File: src/rtl/led_fade_driver.sv
// led_fade_driver: per-channel brightness fader with PWM rendering.
// Each LED bit ramps its level toward full-on or off at a fixed rate.
// A shared PWM counter renders each channel's latched duty onto its pin.

// One channel: fade level, duty latch and registered PWM compare.
module led_fade_lane #(
    parameter int PWM_BITS  = 8,
    parameter int FADE_STEP = 4
) (
    input  logic                CLK,
    input  logic                RST,
    input  logic                ENABLE,
    input  logic                tick,
    input  logic                latch,
    input  logic                in_bit,
    input  logic [PWM_BITS-1:0] pwm_cnt,
    output logic [PWM_BITS-1:0] level,
    output logic [PWM_BITS-1:0] duty,
    output logic                led,
    output logic                busy
);
    localparam int MAX = 2**PWM_BITS - 1;
    localparam logic [PWM_BITS:0] MAX_W  = (PWM_BITS+1)'(MAX);
    localparam logic [PWM_BITS:0] STEP_W = (PWM_BITS+1)'(FADE_STEP);
    localparam logic [PWM_BITS-1:0] MAX_N = MAX_W[PWM_BITS-1:0];

    logic [PWM_BITS-1:0] target;
    logic [PWM_BITS:0]   up_sum;
    logic [PWM_BITS:0]   dn_diff;
    logic [PWM_BITS-1:0] level_nxt;

    assign target = in_bit ? MAX_N : '0;
    assign busy   = (level != target);

    // Saturating step toward target; the extra bit catches overflow/borrow.
    always_comb begin
        up_sum    = {1'b0, level} + STEP_W;
        dn_diff   = {1'b0, level} - STEP_W;
        level_nxt = level;
        if (level != target) begin
            if (in_bit)
                level_nxt = (up_sum > MAX_W) ? MAX_N : up_sum[PWM_BITS-1:0];
            else
                level_nxt = dn_diff[PWM_BITS] ? '0 : dn_diff[PWM_BITS-1:0];
        end
    end

    // Level on fade tick, duty at period end (old level wins a same-cycle tick), PWM out.
    always_ff @(posedge CLK) begin
        if (RST) begin
            level <= '0;
            duty  <= '0;
            led   <= 1'b0;
        end else begin
            if (tick)
                level <= level_nxt;
            if (latch)
                duty <= level;
            led <= ENABLE && ((duty == MAX_N) || (pwm_cnt < duty));
        end
    end
endmodule

module led_fade_driver #(
    parameter int WIDTH     = 8,
    parameter int PWM_BITS  = 8,
    parameter int STEP_DIV  = 64,
    parameter int FADE_STEP = 4
) (
    input  logic             CLK,
    input  logic             RST,
    input  logic [WIDTH-1:0] LED_IN,
    input  logic             ENABLE,
    output logic [WIDTH-1:0] LED_OUT,
    output logic             PWM_SYNC,
    output logic             BUSY
);
    localparam int PS_W = (STEP_DIV > 1) ? $clog2(STEP_DIV) : 1;
    localparam logic [PS_W-1:0]     PS_LAST = PS_W'(STEP_DIV - 1);
    localparam logic [PWM_BITS-1:0] PWM_MAX = '1;

    logic [WIDTH-1:0]                 in_r;
    logic [PS_W-1:0]                  prescaler;
    logic [PWM_BITS-1:0]              pwm_cnt;
    logic [WIDTH-1:0][PWM_BITS-1:0]   level_q;
    logic [WIDTH-1:0][PWM_BITS-1:0]   duty_q;
    logic [WIDTH-1:0]                 busy_v;
    logic                             tick;
    logic                             latch;

    assign tick  = ENABLE && (prescaler == PS_LAST);
    assign latch = ENABLE && (pwm_cnt == PWM_MAX);
    assign BUSY  = |busy_v;

    // Input sample (always), prescaler and PWM counter (only while enabled), sync pulse.
    always_ff @(posedge CLK) begin
        if (RST) begin
            in_r      <= '0;
            prescaler <= '0;
            pwm_cnt   <= '0;
            PWM_SYNC  <= 1'b0;
        end else begin
            in_r <= LED_IN;
            if (ENABLE) begin
                prescaler <= (prescaler == PS_LAST) ? '0 : prescaler + 1'b1;
                pwm_cnt   <= pwm_cnt + 1'b1;
            end
            PWM_SYNC <= ENABLE && (pwm_cnt == '0);
        end
    end

    genvar i;
    generate
        for (i = 0; i < WIDTH; i++) begin : g_lane
            led_fade_lane #(
                .PWM_BITS  (PWM_BITS),
                .FADE_STEP (FADE_STEP)
            ) u_lane (
                .CLK     (CLK),
                .RST     (RST),
                .ENABLE  (ENABLE),
                .tick    (tick),
                .latch   (latch),
                .in_bit  (in_r[i]),
                .pwm_cnt (pwm_cnt),
                .level   (level_q[i]),
                .duty    (duty_q[i]),
                .led     (LED_OUT[i]),
                .busy    (busy_v[i])
            );
        end
    endgenerate
endmodule
File: config.mk
export PLATFORM = sky130hd
export DESIGN_NAME = led_fade_driver
export DESIGN_NICKNAME = d
export VERILOG_FILES = /design/src/rtl/led_fade_driver.sv
export SDC_FILE = /design/constraint.sdc
export NUM_CORES = 1
export LEC_CHECK = 0
export BUFFER_PORTS_ARGS = -buffer_cell sky130_fd_sc_hd__buf_2
export CAP_MARGIN = 25
export CORE_AREA = 2 2 162 164
export CTS_BUF_LIST = sky130_fd_sc_hd__clkbuf_4 sky130_fd_sc_hd__clkbuf_8
export DETAILED_ROUTE_END_ITERATION = 6
export DIE_AREA = 0 0 164 166
export GPL_TIMING_DRIVEN = 0
export PLACE_DENSITY = 0.56
export SLEW_MARGIN = 20
export SYNTH_ARGS = -nofsm -noshare
export SYNTH_HDL_FRONTEND = slang
export SYNTH_HIERARCHICAL = 1
export SYNTH_SLANG_ARGS = --single-unit
File: constraint.sdc
create_clock -name CLK -period 3.55 [get_ports CLK]
set_input_delay 0 -clock CLK [delete_from_list [all_inputs] [get_ports CLK]]
set_output_delay 0 -clock CLK [all_outputs]
set_load 0.005 [all_outputs]
==> impl_metrics.toml <==
[critical_path]
cp.required_ns = 3.55
worstSetupStartpointType = "flip-flop"
worst_setup_ep_type = "output port"
critical_path_class = "flip-flop to output port"
cp_data_arrival_time_ns = 2.98
regToRegSetupSlack_ns = 0.88
cp-startpoint = "g_lane[1].u_lane/level[4]"
critical_path.reg2reg.startpoint = "pwm_cnt[1]"
path_max_fanout = 8

[placement]
port_buffers = 20
place.gp.congestion = 0.883
place.detailed.hpwl_um = 17800

[detailed_routing]
vias_per_cell = 5.56
wl_per_cell_um = 15.8
drt-pass1-iter-count = 7
dr.first_iter.drc_count = 769
drt_drc_violations_left = 0
detail-route-antenna-nets = 0
vias = 8930
postRouteWirelength_um = 25400

[clock_tree]
ctsHtreeMaxLevel = 4
cts_tree = "built"
clk_transition_reported_paths_ns = 0.08
cts.repair_timing.setup_buffer_count = 0
cts_root_buf = "sky130_fd_sc_hd__clkbuf_8"
clock_sink_count = 143
number_of_cts_inserted_buffers = 17
ctsLongestPathBuffers = 2
clk-insertion-delay-late_ns = 0.45

[grt]
number_of_antenna_violations_at_the_first_check_in_global_routing = 0
grt_start_max_net_pins = 22
grt.total_usage_pct = 19.0
wire_length_of_the_first_global_routing_pass_um = 42500
grt_pass1_vias = 8297
grt.overflow.total = 0

[min_path]
holdCritStartpoint = "RST"
hold_class = "primary input to flip-flop"

[layout]
area_delta_synth_final_pct = 10.1
post-route-util_pct = 42.7
final_nets = 1356
num_antenna_cells = 0
drive_gt1_share_pct = 11.9

[floorplan]
floorplan.initialDensity_pct = 38.8
die_h_um = 166
die-area_um2 = 27200
fp-row-count = 59
floorplan.die.width_um = 164
fp.coreArea_um2 = 25600
io_pins = 21

[power]
peakVddDrop_mv = 0.208
comb_power_share_pct = 6.4
swShare_pct = 24.6
p_seq_share_pct = 53.4
power.internal_w = 0.00232
cellPowerDensity_nw_per_um2 = 281
clk_network_pwr_share_pct = 40.2
standby_leakage_power_nw = 3.85
p_sw_w = 0.000754
tot_pwr_w = 0.00307

[timing]
slew_viol_final = 0
worst_hold_slack_across_all_endpoints_ns = 0.0675
max_freq_mhz = 335
timing_hold_violations_final = 0
unrepaired_setup_endpoints_after_global_routing = "no"
setup-violations-final = 0
slew_headroom_pct = 39.0
fin_crit_sh_pct = 84.1
clock-skew-final_ns = 0.0116
finalSetupTns_ns = 0
fin_crit_ns = 2.98
worstMarginPinSlew_ns = 0.906

[synth]
mapped_avg_cell_area_um2 = 8.20
ys.warnings.count = 6
postSynthNetCount = 1306
synth.cell_area_um2 = 9940
gate_count_post_synth = 1212

[run_status]
status = "finished clean"

[job]
max_cap_viol_count = 0
[placed cells by master, fill, tap and decap left out, types with 9 or more instances in the layout]
| master | n |
|---|---|
| sky130_fd_sc_hd__a21oi_1 | 82 |
| sky130_fd_sc_hd__nor2_1 | 114 |
| sky130_fd_sc_hd__o22ai_1 | 16 |
| sky130_fd_sc_hd__ha_1 | 83 |
| sky130_fd_sc_hd__dfxtp_1 | 143 |
| sky130_fd_sc_hd__nand4_1 | 28 |
| sky130_fd_sc_hd__nand3_1 | 42 |
| sky130_fd_sc_hd__buf_6 | 9 |
| sky130_fd_sc_hd__o21ai_0 | 51 |
| sky130_fd_sc_hd__nand3b_1 | 9 |
| sky130_fd_sc_hd__nand4b_1 | 16 |
| sky130_fd_sc_hd__clkbuf_8 | 21 |
| sky130_fd_sc_hd__a21o_1 | 16 |
| sky130_fd_sc_hd__nand2b_1 | 24 |
| sky130_fd_sc_hd__clkbuf_1 | 50 |
| sky130_fd_sc_hd__nor2_2 | 9 |
| sky130_fd_sc_hd__or4_1 | 16 |
| sky130_fd_sc_hd__buf_2 | 36 |
| sky130_fd_sc_hd__nor2b_1 | 25 |
| sky130_fd_sc_hd__or3_1 | 11 |
| sky130_fd_sc_hd__dlygate4sd3_1 | 9 |
| sky130_fd_sc_hd__a31oi_1 | 48 |
| sky130_fd_sc_hd__nor4_1 | 27 |
| sky130_fd_sc_hd__inv_1 | 98 |
| sky130_fd_sc_hd__nand2_1 | 78 |
| sky130_fd_sc_hd__mux2i_1 | 58 |
[sequential cells by signal, summed over array words and instances, names as in the netlist]
register             flops
in_r                     8
g_lane.u_lane/level     56
pwm_cnt                  8
PWM_SYNC                 1
prescaler                6
g_lane.u_lane/led        8
g_lane.u_lane/duty      56
[power by group through the flow]
stage	Clock, W	Sequential (W)	Combinational, W
2_1_floorplan	0	0.00167	0.000124
3_3_place_gp	0	0.00168	0.000183
3_5_place_dp	0	0.00168	0.000187
4_1_cts	0.00130	0.00164	0.000196
5_1_grt	0.00135	0.00164	0.000219
6_report	0.00123	0.00164	0.000195
[repair_timing]
item,CTS,global route
hold endpoints to repair,10,0
hold buffers,9,0
resized for setup,0,0
[critical path: stages (launching register included)]
cell	delay, ns
sky130_fd_sc_hd__dfxtp_1	0.39
sky130_fd_sc_hd__or4_4	0.59
sky130_fd_sc_hd__nor3_4	0.24
sky130_fd_sc_hd__a31oi_1	0.15
sky130_fd_sc_hd__nor4_1	0.85
sky130_fd_sc_hd__nand2_1	0.14
sky130_fd_sc_hd__buf_2	0.17
[layer usage]
metal  routed length (um)  GRT usage (%)  vias up  share of wire (%)
met5                    0              0        -                  0
met4                  187           5.42        0               0.74
met3                  812           2.70       16                3.2
met2                11800           30.4      176                 46
met1                12600           26.5     4201                 50
li1                     -              -     4537                  -
[cell type report]
| type | count | area (um2) |
|---|---|---|
| Sequential cell | 143 | 2860 |
| Inverter | 98 | 368 |
| Tap cell | 335 | 419 |
| Clock buffer | 22 | 297 |
| Multi-Input combinational cell | 896 | 6340 |
| Timing Repair Buffer | 31 | 221 |
| Fill cell | 2575 | 14700 |
| Clock inverter | 7 | 62.6 |
| Buffer | 75 | 365 |
[final timing paths]
kind	endpoint	cells past startpoint
setup / recovery	BUSY	6
hold / removal	in_r[7]	2
setup reg to reg	g_lane[7].u_lane/duty[3]	7
hold reg to reg	g_lane[7].u_lane/duty[2]	2
[metrics by stage]
step,instance area (um2),instances,setup WS [ns]
after floorplan,9940,1212,1.54
after global placement,10500,1567,0.579
after detailed placement,10500,1569,0.840
after CTS,10900,1607,0.562
after global routing,10900,1607,0.446
final,10900,1607,0.565
Note: power is estimated with default switching activity, not from simulation.
